$ cat config.mk
export PLATFORM = sky130hd
export DESIGN_NAME = led_fx_scheduler
export DESIGN_NICKNAME = d
export VERILOG_FILES = /design/src/rtl/bopit_pkg.sv /design/src/rtl/led_fx_scheduler_tick_gen.sv /design/src/rtl/led_fx_scheduler.sv
export SDC_FILE = /design/constraint.sdc
export NUM_CORES = 1
export LEC_CHECK = 0
export CAP_MARGIN = 20
export CORE_MARGIN = 1.5
export CORE_UTILIZATION = 59
export CTS_CLUSTER_DIAMETER = 100
export CTS_CLUSTER_SIZE = 20
export DETAILED_ROUTE_END_ITERATION = 10
export GPL_ROUTABILITY_DRIVEN = 0
export PLACE_DENSITY = 0.8
export SYNTH_ARGS = -nofsm -noshare
export SYNTH_HDL_FRONTEND = slang
export SYNTH_SLANG_ARGS = --single-unit
$ cat constraint.sdc
create_clock -name clk -period 2.2 [get_ports clk]
set_input_delay 0.33 -clock clk [delete_from_list [all_inputs] [get_ports clk]]
set_output_delay 0.33 -clock clk [all_outputs]
set_load 0.02 [all_outputs]
$ cat src/rtl/bopit_pkg.sv
// Shared types and constants for the Bop-it board LED bank.
package bopit_pkg;

  typedef enum logic [1:0] {
    IDLE  = 2'd0,
    FLASH = 2'd1,
    CHASE = 2'd2
  } fx_state_t;

  localparam int LED_W = 16;
  localparam logic [LED_W-1:0] LED_ALL_ON  = 16'hFFFF;
  localparam logic [LED_W-1:0] LED_ALL_OFF = 16'h0000;

  // Idle score bar: the lowest `s` LEDs lit.
  function automatic logic [LED_W-1:0] score_bar(input logic [3:0] s);
    return (LED_W'(1) << s) - LED_W'(1);
  endfunction

endpackage

$ cat src/rtl/led_fx_scheduler_tick_gen.sv
// Effect step prescaler: tick is high for the last cycle of every TICK_DIV-cycle window.
module tick_gen #(
  parameter int TICK_DIV = 50_000_000
) (
  input  logic clk,
  input  logic rst,
  input  logic clr,
  output logic tick
);

  localparam int CW = (TICK_DIV > 2) ? $clog2(TICK_DIV) : 1;
  localparam logic [CW-1:0] LAST = CW'(TICK_DIV - 1);

  logic [CW-1:0] cnt;

  always_ff @(posedge clk or posedge rst) begin
    if (rst)                      cnt <= '0;
    else if (clr || cnt == LAST)  cnt <= '0;
    else                          cnt <= cnt + CW'(1);
  end

  assign tick = (cnt == LAST);

endmodule

$ cat src/rtl/led_fx_scheduler.sv
// LED bank owner: score bar when idle, whole-bank flash or single-LED chase on request.
module led_fx_scheduler
  import bopit_pkg::*;
#(
  parameter int TICK_DIV    = 50_000_000,
  parameter int FLASH_COUNT = 3,
  parameter int CHASE_LAPS  = 2
) (
  input  logic        clk,
  input  logic        rst,
  input  logic        req_flash,
  input  logic        req_chase,
  input  logic [3:0]  score,
  output logic [15:0] led,
  output logic        busy,
  output logic        done
);

  // Requests are single-cycle pulses that need no acknowledge; busy is high
  // for the whole effect and done pulses in its last cycle on normal completion.
  localparam int PH_W  = (2 * FLASH_COUNT > 2) ? $clog2(2 * FLASH_COUNT) : 1;
  localparam int LAP_W = (CHASE_LAPS > 2) ? $clog2(CHASE_LAPS) : 1;
  localparam logic [PH_W-1:0]  PH_LAST  = PH_W'(2 * FLASH_COUNT - 1);
  localparam logic [LAP_W-1:0] LAP_LAST = LAP_W'(CHASE_LAPS - 1);

  fx_state_t        state;
  logic [PH_W-1:0]  phase;
  logic [3:0]       step;
  logic [LAP_W-1:0] lap;
  logic             pend_flash;
  logic             pend_chase;
  logic             tick;
  logic             flash_last;
  logic             chase_last;
  logic             launch_flash;
  logic             launch_chase;

  assign flash_last   = (phase == PH_LAST);
  assign chase_last   = (step == 4'd15) && (lap == LAP_LAST);
  assign launch_flash = ((state == IDLE) && (pend_flash || req_flash)) ||
                        ((state == CHASE) && req_flash);
  assign launch_chase = (state == IDLE) && !(pend_flash || req_flash) &&
                        (pend_chase || req_chase);

  // A flash request arriving on the chase's final tick aborts it, so no done.
  assign done = ((state == FLASH) && tick && flash_last) ||
                ((state == CHASE) && tick && chase_last && !req_flash);

  tick_gen #(.TICK_DIV(TICK_DIV)) u_tick (
    .clk  (clk),
    .rst  (rst),
    .clr  (launch_flash || launch_chase),
    .tick (tick)
  );

  always_ff @(posedge clk or posedge rst) begin
    if (rst) begin
      state      <= IDLE;
      phase      <= '0;
      step       <= '0;
      lap        <= '0;
      pend_flash <= 1'b0;
      pend_chase <= 1'b0;
      busy       <= 1'b0;
      led        <= LED_ALL_OFF;
    end else begin
      if (launch_flash)                         pend_flash <= 1'b0;
      else if (req_flash && state != FLASH)     pend_flash <= 1'b1;
      if (launch_chase)                         pend_chase <= 1'b0;
      else if (req_chase && state != CHASE)     pend_chase <= 1'b1;

      case (state)
        IDLE: begin
          if (launch_flash) begin
            state <= FLASH;
            busy  <= 1'b1;
            phase <= '0;
            led   <= LED_ALL_ON;
          end else if (launch_chase) begin
            state <= CHASE;
            busy  <= 1'b1;
            step  <= '0;
            lap   <= '0;
            led   <= LED_W'(1);
          end else begin
            led <= score_bar(score);
          end
        end
        FLASH: begin
          if (tick) begin
            if (flash_last) begin
              state <= IDLE;
              busy  <= 1'b0;
              phase <= '0;
              led   <= score_bar(score);
            end else begin
              phase <= phase + PH_W'(1);
              led   <= phase[0] ? LED_ALL_ON : LED_ALL_OFF;
            end
          end
        end
        CHASE: begin
          if (req_flash) begin
            state <= FLASH;
            phase <= '0;
            step  <= '0;
            lap   <= '0;
            led   <= LED_ALL_ON;
          end else if (tick) begin
            if (chase_last) begin
              state <= IDLE;
              busy  <= 1'b0;
              step  <= '0;
              lap   <= '0;
              led   <= score_bar(score);
            end else begin
              step <= step + 4'd1;
              if (step == 4'd15) lap <= lap + LAP_W'(1);
              led  <= LED_W'(1) << (step + 4'd1);
            end
          end
        end
        default: begin
          state <= IDLE;
          busy  <= 1'b0;
        end
      endcase
    end
  end

endmodule

==> flow_results.org, run 1 <==
** Status
- Status :: complete, no violations

** Global route
- Entering global routing, the biggest net connects 39 pins.
- Global routing consumed, over all layers together, approximately 30% of the routing resources.
- Global routing finished with a remaining overflow of 0.
- Antenna violations before repair :: 0
- The via count of the first global-routing pass came to about 3300.
- The first global-routing pass estimated 15130 microns of wire.

** Power
- Total power :: approximately 4700 uW
- Power per Cell Area :: 1057 nW/um^2
- Peak supply drop :: approximately 0.68 mV
- Relative contribution of the clock network to total power :: between 10% and 20%
- Summed over all nets, the switching power comes to around 1800 uW.
- Combinational fraction of design power :: between 50% and 60%
- Cell internal power was estimated by the tool at around 2900 uW.
- For this design the static power due to leakage is approximately 0.0019 uW.
- Net switching is 39.08% of the power.
- Sequential group share of total power :: ~30%

** Die
- The floorplan step defined a die boundary enclosing between 6000 and 7000 sq um.
- Core area :: slightly below 6000 sq um
- The initial utilization of the core area, before any placement, comes to slightly above 60%.
- Floorplan die width :: ~80 microns
- Measured along the y axis, the die boundary spans 80.64 microns.
- The floorplan has 28 rows.
- I/O Pins :: 26

** Placement
- Cell total after placement :: 541
- Placed cell areas :: around 4300 sq um
- During placement, the flow inserted port buffers numbering 25.
- The wire-length estimate of the detail-placed layout is just under 7000 microns.
- Post-placement worst setup slack :: -126.5 ps

** Logic synthesis
- For this run, the number of Yosys warnings is 0.
- Mapped Area :: 3556 sq um
- Prevailing post-synth register cell :: sky130_fd_sc_hd__dfrtp_1
- Synthesis produced a netlist whose cell count is between 300 and 400.
- Counting flops with an async set or reset pin after synthesis yields a share of 100.0%.
- Yosys mapped a number of flops with a built-in enable equal to 0.
- Share of the yosys chip area belonging to registers :: 38.71%
- Synthesis inferred 55 register bits.
- The number of nets handed over by synthesis was 418.
- Number of distinct standard cells referenced by the synthesized netlist :: 66
- In this run the mean area of a mapped cell was between 8 and 9 sq um.

** Timing
- Peak clock frequency supported by timing :: ~480 MHz
- Least-Margin Pin Slew :: between 600 and 700 ps
- The routed design could run at a clock period as short as around 2100 ps.
- Setup slack of the critical path after layout :: ~120 ps
- On the final layout, the worst clock skew is between 10 and 15 ps.
- The final critical path takes up between 90% and 100% of the cycle.
- Unrepaired setup endpoints after global routing :: no
- Final Hold Violating Endpoints :: 0
- Headroom to the max-slew limit :: between 50% and 60%
- Final setup violating endpoints :: 0
- The final max-slew violation count is 0.

** Worst setup path
- Type of destination of the critical path :: flop
- Data arrival time of the critical path :: approximately 2300 ps
- The most critical setup path has its endpoint at busy.
- Internal reg-to-reg setup slack :: approximately 120 ps
- Logic depth of the worst register-to-register path :: 7
- Required arrival time at the worst endpoint :: 2400 ps
- By startpoint and endpoint, the worst setup path is classified as reg2reg.
- The worst register-to-register path ends at busy.
- Startpoint of the worst setup timing path :: u_tick.cnt[0]
- The worst setup path is launched from a flop.
- Along the worst path, the maximum fanout reaches 6.
- Critical register-to-register path startpoint :: u_tick.cnt[0]

** Drt
- Met3 routed wirelength :: about 560 microns
- Number of vias per cell :: about 6.3
- The routed layout has about 3400 vias.
- Detailed Route Iter0 Violations :: 258
- The first TritonRoute pass finished after 5 iterations.
- Max layer used :: met4
- Sum of met2 wire segment lengths after detailed routing :: approximately 4800 microns
- Total length of routed wires :: 9243 microns
- Remaining design rule violation count :: 0
- The count of nets left with antenna violations once routing finished came out at 0.
- Dividing the detail-routed wire length by the instance count gives roughly 17 microns.
- For this block, wires on met1 add up to between 3000 and 4000 microns.

** Finish
- Of the cells placed in the final design, the portion with a size suffix greater than 1 is 19.83%.
- After the flow finishes, the layout carries non-filler instances totaling 549.
- Final layout net count :: a little under 500
- With fillers left out, the area of the finished cells amounts to approximately 4400 sq um.
- Most common cell after layout, fill and taps aside :: sky130_fd_sc_hd__buf_4
- The library cells used most frequently in the layout, excluding fill and tap cells, are 60 x sky130_fd_sc_hd__buf_4, 55 x sky130_fd_sc_hd__dfrtp_1, 51 x sky130_fd_sc_hd__nor2_1.
- Relative to the synthesized area, the layout overhead comes to 24.91%.
- The number of antenna diodes in the final layout is 0.

** Clocking
- The tree built by TritonCTS fans out to 55 sinks.
- Quantity of hold-fixing buffers added after cts :: 0
- Number of clock buffers inserted by TritonCTS :: 5
- TritonCTS built the clock tree.
- In this run the number of H-tree levels came out at 2.
- After clock tree synthesis, the clock-pin slew on the worst setup and hold paths is roughly 110 ps.
- Worst-skew pair later-pin latency :: 320 ps
- Buffer count from post-CTS setup fixing :: 0
- Max Root-Sink Buffers :: 2
- Clock tree synthesis selected as its root buffer the cell sky130_fd_sc_hd__clkbuf_8.

** Min path
- Class of the tightest hold or removal check :: in2async

** Job
- Max-cap violations :: 0
[power groups by stage]
stage | clock, uW | combinational, uW | sequential [uW]
5_1_grt | 873 | 2690 | 1400
4_1_cts | 832 | 2450 | 1370
3_5_place_dp | 0 | 2420 | 1400
2_1_floorplan | 0 | 1360 | 1570
6_report | 827 | 2490 | 1380
3_3_place_gp | 0 | 2370 | 1380
[metal layers]
metal	track usage, %	vias to the layer above
li1	-	1590
met1	36.95	1663
met2	53.03	165
met3	5.000	30
met4	9.828	0
met5	0	-
[stage by stage]
step           utilization, %  hold slack, ps  setup TNS [ps]
6_report                75.47           309.8               0
5_1_grt                 75.47           354.7               0
4_1_cts                 75.32           322.4               0
3_5_place_dp            73.02           496.6          -587.7
3_3_place_gp            73.02           488.6          -210.4
2_1_floorplan               -           471.2               0
[cell usage after synthesis, types with 3 or more instances]
| cell | n | area [sq um] |
|---|---|---|
| sky130_fd_sc_hd__nand4_1 | 9 | 56.30 |
| sky130_fd_sc_hd__inv_1 | 15 | 56.30 |
| sky130_fd_sc_hd__o22ai_1 | 5 | 31.28 |
| sky130_fd_sc_hd__nor2_1 | 52 | 195.2 |
| sky130_fd_sc_hd__a21oi_1 | 14 | 70.07 |
| sky130_fd_sc_hd__or2_2 | 3 | 18.77 |
| sky130_fd_sc_hd__clkbuf_1 | 10 | 37.54 |
| sky130_fd_sc_hd__nand3b_1 | 3 | 22.52 |
| sky130_fd_sc_hd__dfrtp_1 | 55 | 1376 |
| sky130_fd_sc_hd__o31a_1 | 3 | 26.28 |
| sky130_fd_sc_hd__xor2_1 | 16 | 140.1 |
| sky130_fd_sc_hd__o31ai_1 | 3 | 22.52 |
| sky130_fd_sc_hd__and3_1 | 4 | 25.02 |
| sky130_fd_sc_hd__and4_1 | 4 | 35.03 |
| sky130_fd_sc_hd__buf_2 | 5 | 25.02 |
| sky130_fd_sc_hd__xnor2_1 | 9 | 78.83 |
| sky130_fd_sc_hd__nor3_1 | 6 | 30.03 |
| sky130_fd_sc_hd__and2_1 | 4 | 25.02 |
| sky130_fd_sc_hd__o21ai_0 | 27 | 135.1 |
| sky130_fd_sc_hd__mux2_2 | 3 | 33.78 |
| sky130_fd_sc_hd__nand2b_1 | 7 | 43.79 |
| sky130_fd_sc_hd__a22o_1 | 4 | 35.03 |
| sky130_fd_sc_hd__nor4_1 | 4 | 25.02 |
| sky130_fd_sc_hd__a22oi_1 | 5 | 37.54 |
| sky130_fd_sc_hd__nand3_1 | 25 | 125.1 |
| sky130_fd_sc_hd__o22a_1 | 11 | 96.34 |
| sky130_fd_sc_hd__nor2b_1 | 7 | 43.79 |
| sky130_fd_sc_hd__ha_1 | 11 | 137.6 |
| sky130_fd_sc_hd__nand2_1 | 27 | 101.4 |
[layout make-up]
type / count / area, sq um
fill: 421 / 1444
inverter: 15 / 56.30
multi-input combinational: 309 / 2039
tap: 75 / 93.84
timing repair buffer: 87 / 735.7
clock buffer: 5 / 68.82
sequential: 55 / 1376
clock inverter: 3 / 71.32
[registers in the layout, summed over array words and instances, names as in the netlist]
signal      count
pend_flash      1
pend_chase      1
busy            1
state           2
led            16
lap             1
phase           3
u_tick.cnt     26
step            4
[worst max-delay path: stages, from the launching register on]
cell                      delay (ps)
sky130_fd_sc_hd__dfrtp_1         390
sky130_fd_sc_hd__ha_1            220
sky130_fd_sc_hd__and2_1          180
sky130_fd_sc_hd__buf_4           140
sky130_fd_sc_hd__nand2_1         240
sky130_fd_sc_hd__o32ai_1         140
sky130_fd_sc_hd__o21ai_0         280
sky130_fd_sc_hd__mux2_2          380
[worst min path at each step]
| stage | endpoint | slack [ps] |
|---|---|---|
| finish | u_tick.cnt[1] | 310 |
| global route | u_tick.cnt[1] | 350 |
| CTS | u_tick.cnt[5] | 320 |
| detailed placement | led[5] | 500 |
| global placement | busy | 490 |
| floorplan | u_tick.cnt[0] | 470 |
[timing repair]
action,in CTS,in global routing
cloned,0,0
gates resized for setup,5,5
setup endpoints to repair,1,12
pin swaps,0,1
[cells by family after synthesis]
kind of cell	after synthesis	share of synthesized area, %
muxes	4	1.231
and+or+nand+nor	169	25.76
DFF	55	38.71
buffers and inverters	35	4.363
adders and majority gates	11	3.870
AOI/OAI and AO/OA	100	19.92
xor gates and xnor gates	25	6.158
(Power assumes the default switching activity.)
==> run 2: changes to the inputs <==
--- a/config.mk
+++ b/config.mk
@@ -5,12 +5,14 @@
 export SDC_FILE = /design/constraint.sdc
 export NUM_CORES = 1
 export LEC_CHECK = 0
-export CAP_MARGIN = 20
+export ABC_AREA = 1
+export CAP_MARGIN = 5
 export CORE_MARGIN = 1.5
-export CORE_UTILIZATION = 59
+export CORE_UTILIZATION = 64
 export CTS_CLUSTER_DIAMETER = 100
 export CTS_CLUSTER_SIZE = 20
 export DETAILED_ROUTE_END_ITERATION = 10
+export DONT_BUFFER_PORTS = 1
 export GPL_ROUTABILITY_DRIVEN = 0
 export PLACE_DENSITY = 0.8
 export SYNTH_ARGS = -nofsm -noshare
==> flow_results.org, run 2 <==
** Status
- Status :: complete, no violations

** Power
- The net switching power came to 2342 uW (+28%).
- The logic gate share of total power is 50.0% (-3.1 points).
- Power per Cell Area :: 1122 nW/um^2 (+6.2%)
- The switching portion of total power is 49.14% (+10 points).
- Internal power consumption :: 2424 uW (-15%)
- Total power :: 4766 uW (+1.6%)
- The leakage power was 0.002115 uW (+12%).
- Relative contribution of the clock network to total power :: 15.0% (-2.6 points)
- The part of the total power dissipated in sequential elements came to 35.0% (+5.7 points).
- The peak supply drop is 0.8993 mV (+32%).

** Clocking
- Total number of clock tree sinks :: 55 (unchanged)
- Max Root-Sink Buffers :: 2 (unchanged)
- The number of H-tree branching levels is 2 (unchanged).
- CTS tree :: yes
- The CTS clock-pin slew for the worst setup and hold paths is 100 ps (about the same).
- CTS placed an instance of sky130_fd_sc_hd__clkbuf_8 at the clock tree root.
- The clock latency at the later pin of the worst-skew pair was 320 ps (about the same).
- Number of clock buffers inserted by TritonCTS :: 5 (unchanged)

** Die
- Chip Height :: 80.93 microns (+0.36%)
- The floorplan die area was 6549 sq um (+0.72%).
- The initial standard-cell utilization of the core is 66.03% (+5.6 points).
- The number of top-level pins was 26 (unchanged).
- The area inside the core boundary came to 5886 sq um (unchanged).
- FP Rows :: 28 (unchanged)
- Floorplan die width :: 80.93 microns (+0.36%)

** Worst setup path
- The data required time of the worst path is 1870 ps (-530 ps).
- The critical path data arrival time is 1830 ps (-450 ps).
- Critical-path maximum fanout :: 4 (-2)
- Type of destination of the critical path :: output port
- The critical path is of the reg2out type.
- The worst setup path is launched from a flop.

** Drt
- The final wirelength came to 9787 microns (+5.9%).
- Number of vias per cell :: 5.647 (-10%)
- Detailed Route Iter0 Violations :: 530 (+110%)
- The iteration count of the initial detailed-routing pass is 6 (+1).
- Remaining design rule violation count :: 0 (unchanged)
- Vias after detailed routing :: 3908 (+13%)
- Antenna-violating nets left :: 0 (unchanged)
- Average wire per cell in the routed design :: 14.14 microns (-16%)

** Global route
- GR Util met1 :: 45.91% (+9.0 points)
- The via count of the first global-routing pass is 3535 (+7.2%).
- Maximum number of pins on one net before global-route repair :: 31 (-21%)
- Most used routing layer :: met2
- Antenna violations before repair :: 0 (unchanged)
- The total congestion overflow after global routing was 0 (unchanged).
- Met3 track demand over resource in global routing :: 6.292% (+1.3 points)
- Global-route track usage on met2 :: 47.08% (-5.9 points)
- GRT Resource Usage Total :: 31.54% (+1.5 points)
- The wire length of the first global-routing pass was 16170 microns (+6.8%).

** Finish
- Final non-filler cell area :: 4249 sq um (-4.3%)
- Sequential Area :: 1378 sq um (about the same)
- In the final layout, the registers with the most flip-flops are u_tick.cnt (26), led (16), step (4).
- Commonest cells after routing, fill and taps aside :: 204 x sky130_fd_sc_hd__nand2_1, 81 x sky130_fd_sc_hd__nor2_1, 65 x sky130_fd_sc_hd__inv_1
- The library cell used most frequently in the layout, excluding fill and tap cells, is sky130_fd_sc_hd__nand2_1.
- Filler instances :: 484 (+15%)
- Diodes inserted :: 0 (unchanged)
- The total area of multi-input combinational cells is 2232 sq um (+9.4%).
- Reg with most FFs :: u_tick.cnt
- Final core utilization :: 72.19% (-3.3 points)
- Area grow syn2layout :: 9.337%
- Flip-flop count of the largest register after layout :: 26 (unchanged)
- The number of nets in the layout is 635 (+29%).
- Layout cell share with drive strength beyond 1 :: 9.562% (-10 points)

** Logic synthesis
- The async set-reset flop share out of synthesis came to 100.0% (unchanged).
- The proportion of netlist area held by the largest area contributor came to 35.42% (-3.3 points).
- Most used standard cell by instance count after synthesis :: sky130_fd_sc_hd__nand2_1
- Mean post-synth cell area :: 6.499 sq um (-27%)
- Cell type contributing the most total cell area after synthesis :: sky130_fd_sc_hd__dfrtp_1
- The synthesized net count is 617 (+48%).
- Flop and latch count out of synthesis :: 55 (unchanged)
- Commonest cells post-synth :: 204 x sky130_fd_sc_hd__nand2_1, 84 x sky130_fd_sc_hd__nor2_1, 68 x sky130_fd_sc_hd__inv_1
- Gate Count Post-Synth :: 598 (+50%)
- Top cells by area, synth :: sky130_fd_sc_hd__dfrtp_1 35%, sky130_fd_sc_hd__nand2_1 20%, sky130_fd_sc_hd__nor2_1 8.1%
- Mapped Area :: 3886 sq um (+9.3%)
- The number of synthesized flops with an enable pin came to 0 (unchanged).
- The sequential area share after synthesis was 35.42% (-3.3 points).
- Number of distinct standard cells referenced by the synthesized netlist :: 30 (-55%)
- Count of synthesis-stage warnings from yosys :: 0 (unchanged)
- Among all flip-flop cells after synthesis, the most frequent one is sky130_fd_sc_hd__dfrtp_1.

** Placement
- Post-placement worst setup slack :: 155.0 ps (+281.5 ps)
- Placed cell areas :: 3993 sq um (-7.1%)
- Estimated wirelength of the detail-placed design :: 7370 microns (+8.3%)
- Port-buffer cells :: 0 (-100%)

** Timing
- Peak clock frequency supported by timing :: 462.4 MHz (-3.9%)
- The hold violation count in the final report is 0 (unchanged).
- Final setup violating endpoints :: 0 (unchanged)
- The ratio of final minimum period to clock period is 98.30% (+3.8 points).
- Headroom to the max-slew limit :: 59.35% (-0.42 points)
- Least-Margin Pin Slew :: 608.9 ps (+5.416 ps)
- Final count of pins violating max slew :: 0 (unchanged)
- The worst hold slack after final layout came to 275.0 ps (-34.75 ps).
- The worst path setup slack after routing came to 37.36 ps (-84.03 ps).
- Final clock skew :: 13.38 ps (-0.1023 ps)
- Shortest period the worst path allows :: 2163 ps (+84.03 ps)
- Setup repair after global routing could not meet its margin everywhere.

** Job
- Max-cap violations :: 0 (unchanged)

** Min path
- In this run the worst hold path is classified as in2reg.
[run 2: power by group through the flow]
stage | Clock [uW] | Sequential (uW) | Combinational (uW)
2_1_floorplan | 0 | 1620 | 1790
3_3_place_gp | 0 | 1670 | 2150
3_5_place_dp | 0 | 1690 | 2210
4_1_cts | 726 | 1660 | 2270
5_1_grt | 764 | 1710 | 2710
6_report | 717 | 1670 | 2380
[run 2: path summary, 6_finish.rpt]
check	from	endpoint	slack (ps)	cells after the start
hold reg to reg	pend_chase	pend_chase	530	2
max in group asynchronous	rst	step[1]	1000	3
hold / removal	req_flash	pend_flash	280	4
min in group asynchronous	rst	led[5]	530	2
setup / recovery	u_tick.cnt[0]	done	40	10
setup reg to reg	u_tick.cnt[0]	led[7]	170	13
[run 2: logic make-up after synthesis]
group | Yosys count | synth area share (%)
AOI/OAI and AO/OA | 60 | 8.436
xor gates and xnor gates | 16 | 3.606
adders and majority gates | 11 | 3.541
buffers and inverters | 81 | 8.467
DFF | 55 | 35.42
and+or+nand+nor | 375 | 40.53
[run 2: through the flow]
step / std cells / setup TNS, ps
CTS: 685 / 0
floorplan: 598 / 0
finish: 692 / 0
detailed placement: 673 / 0
global route: 692 / -90.44
global placement: 673 / 0
[run 2: per-layer routing]
| layer | vias up | wire length [microns] | part of all wire, % |
|---|---|---|---|
| li1 | 1926 | - | - |
| met2 | 185 | 4285 | 44 |
| met1 | 1781 | 4503 | 46 |
| met4 | 0 | 113 | 1.2 |
| met3 | 16 | 884 | 9.0 |
| met5 | - | 0 | 0 |
[run 2: critical path, cell delays in order (launching register included)]
cell	delay, ps
sky130_fd_sc_hd__dfrtp_1	420
sky130_fd_sc_hd__ha_4	180
sky130_fd_sc_hd__nand2_2	70
sky130_fd_sc_hd__nor2_4	120
sky130_fd_sc_hd__nand3_1	70
sky130_fd_sc_hd__nor2_1	120
sky130_fd_sc_hd__nand3_2	120
sky130_fd_sc_hd__inv_2	100
sky130_fd_sc_hd__nand3_1	80
sky130_fd_sc_hd__o21ai_2	80
sky130_fd_sc_hd__buf_4	160
[run 2: timing repair]
item | CTS | global route
setup buffers | 3 | 7
hold buffers | 1 | 0
endpoints found under the setup margin | 1 | 15
resized for setup | 8 | 8
endpoints found under the hold margin | 28 | 0
pin swaps | 1 | 1
[run 2: layout make-up]
| cell class | instances | area share, % |
|---|---|---|
| Multi-Input combinational cell | 462 | 52.53 |
| Sequential cell | 55 | 32.42 |
| Inverter | 71 | 6.272 |
| Timing Repair Buffer | 21 | 3.769 |
| Tap cell | 75 | 2.208 |
| Clock buffer | 5 | 1.620 |
| Clock inverter | 3 | 1.178 |
==> run 3: changes to the inputs <==
--- a/config.mk
+++ b/config.mk
@@ -6,6 +6,7 @@
 export NUM_CORES = 1
 export LEC_CHECK = 0
 export ABC_AREA = 1
+export ABC_CLOCK_PERIOD_IN_PS = 2200
 export CAP_MARGIN = 5
 export CORE_MARGIN = 1.5
 export CORE_UTILIZATION = 64
==> results of run 3 <==
Final layout, timing and power as in run 2 (identical DEF).
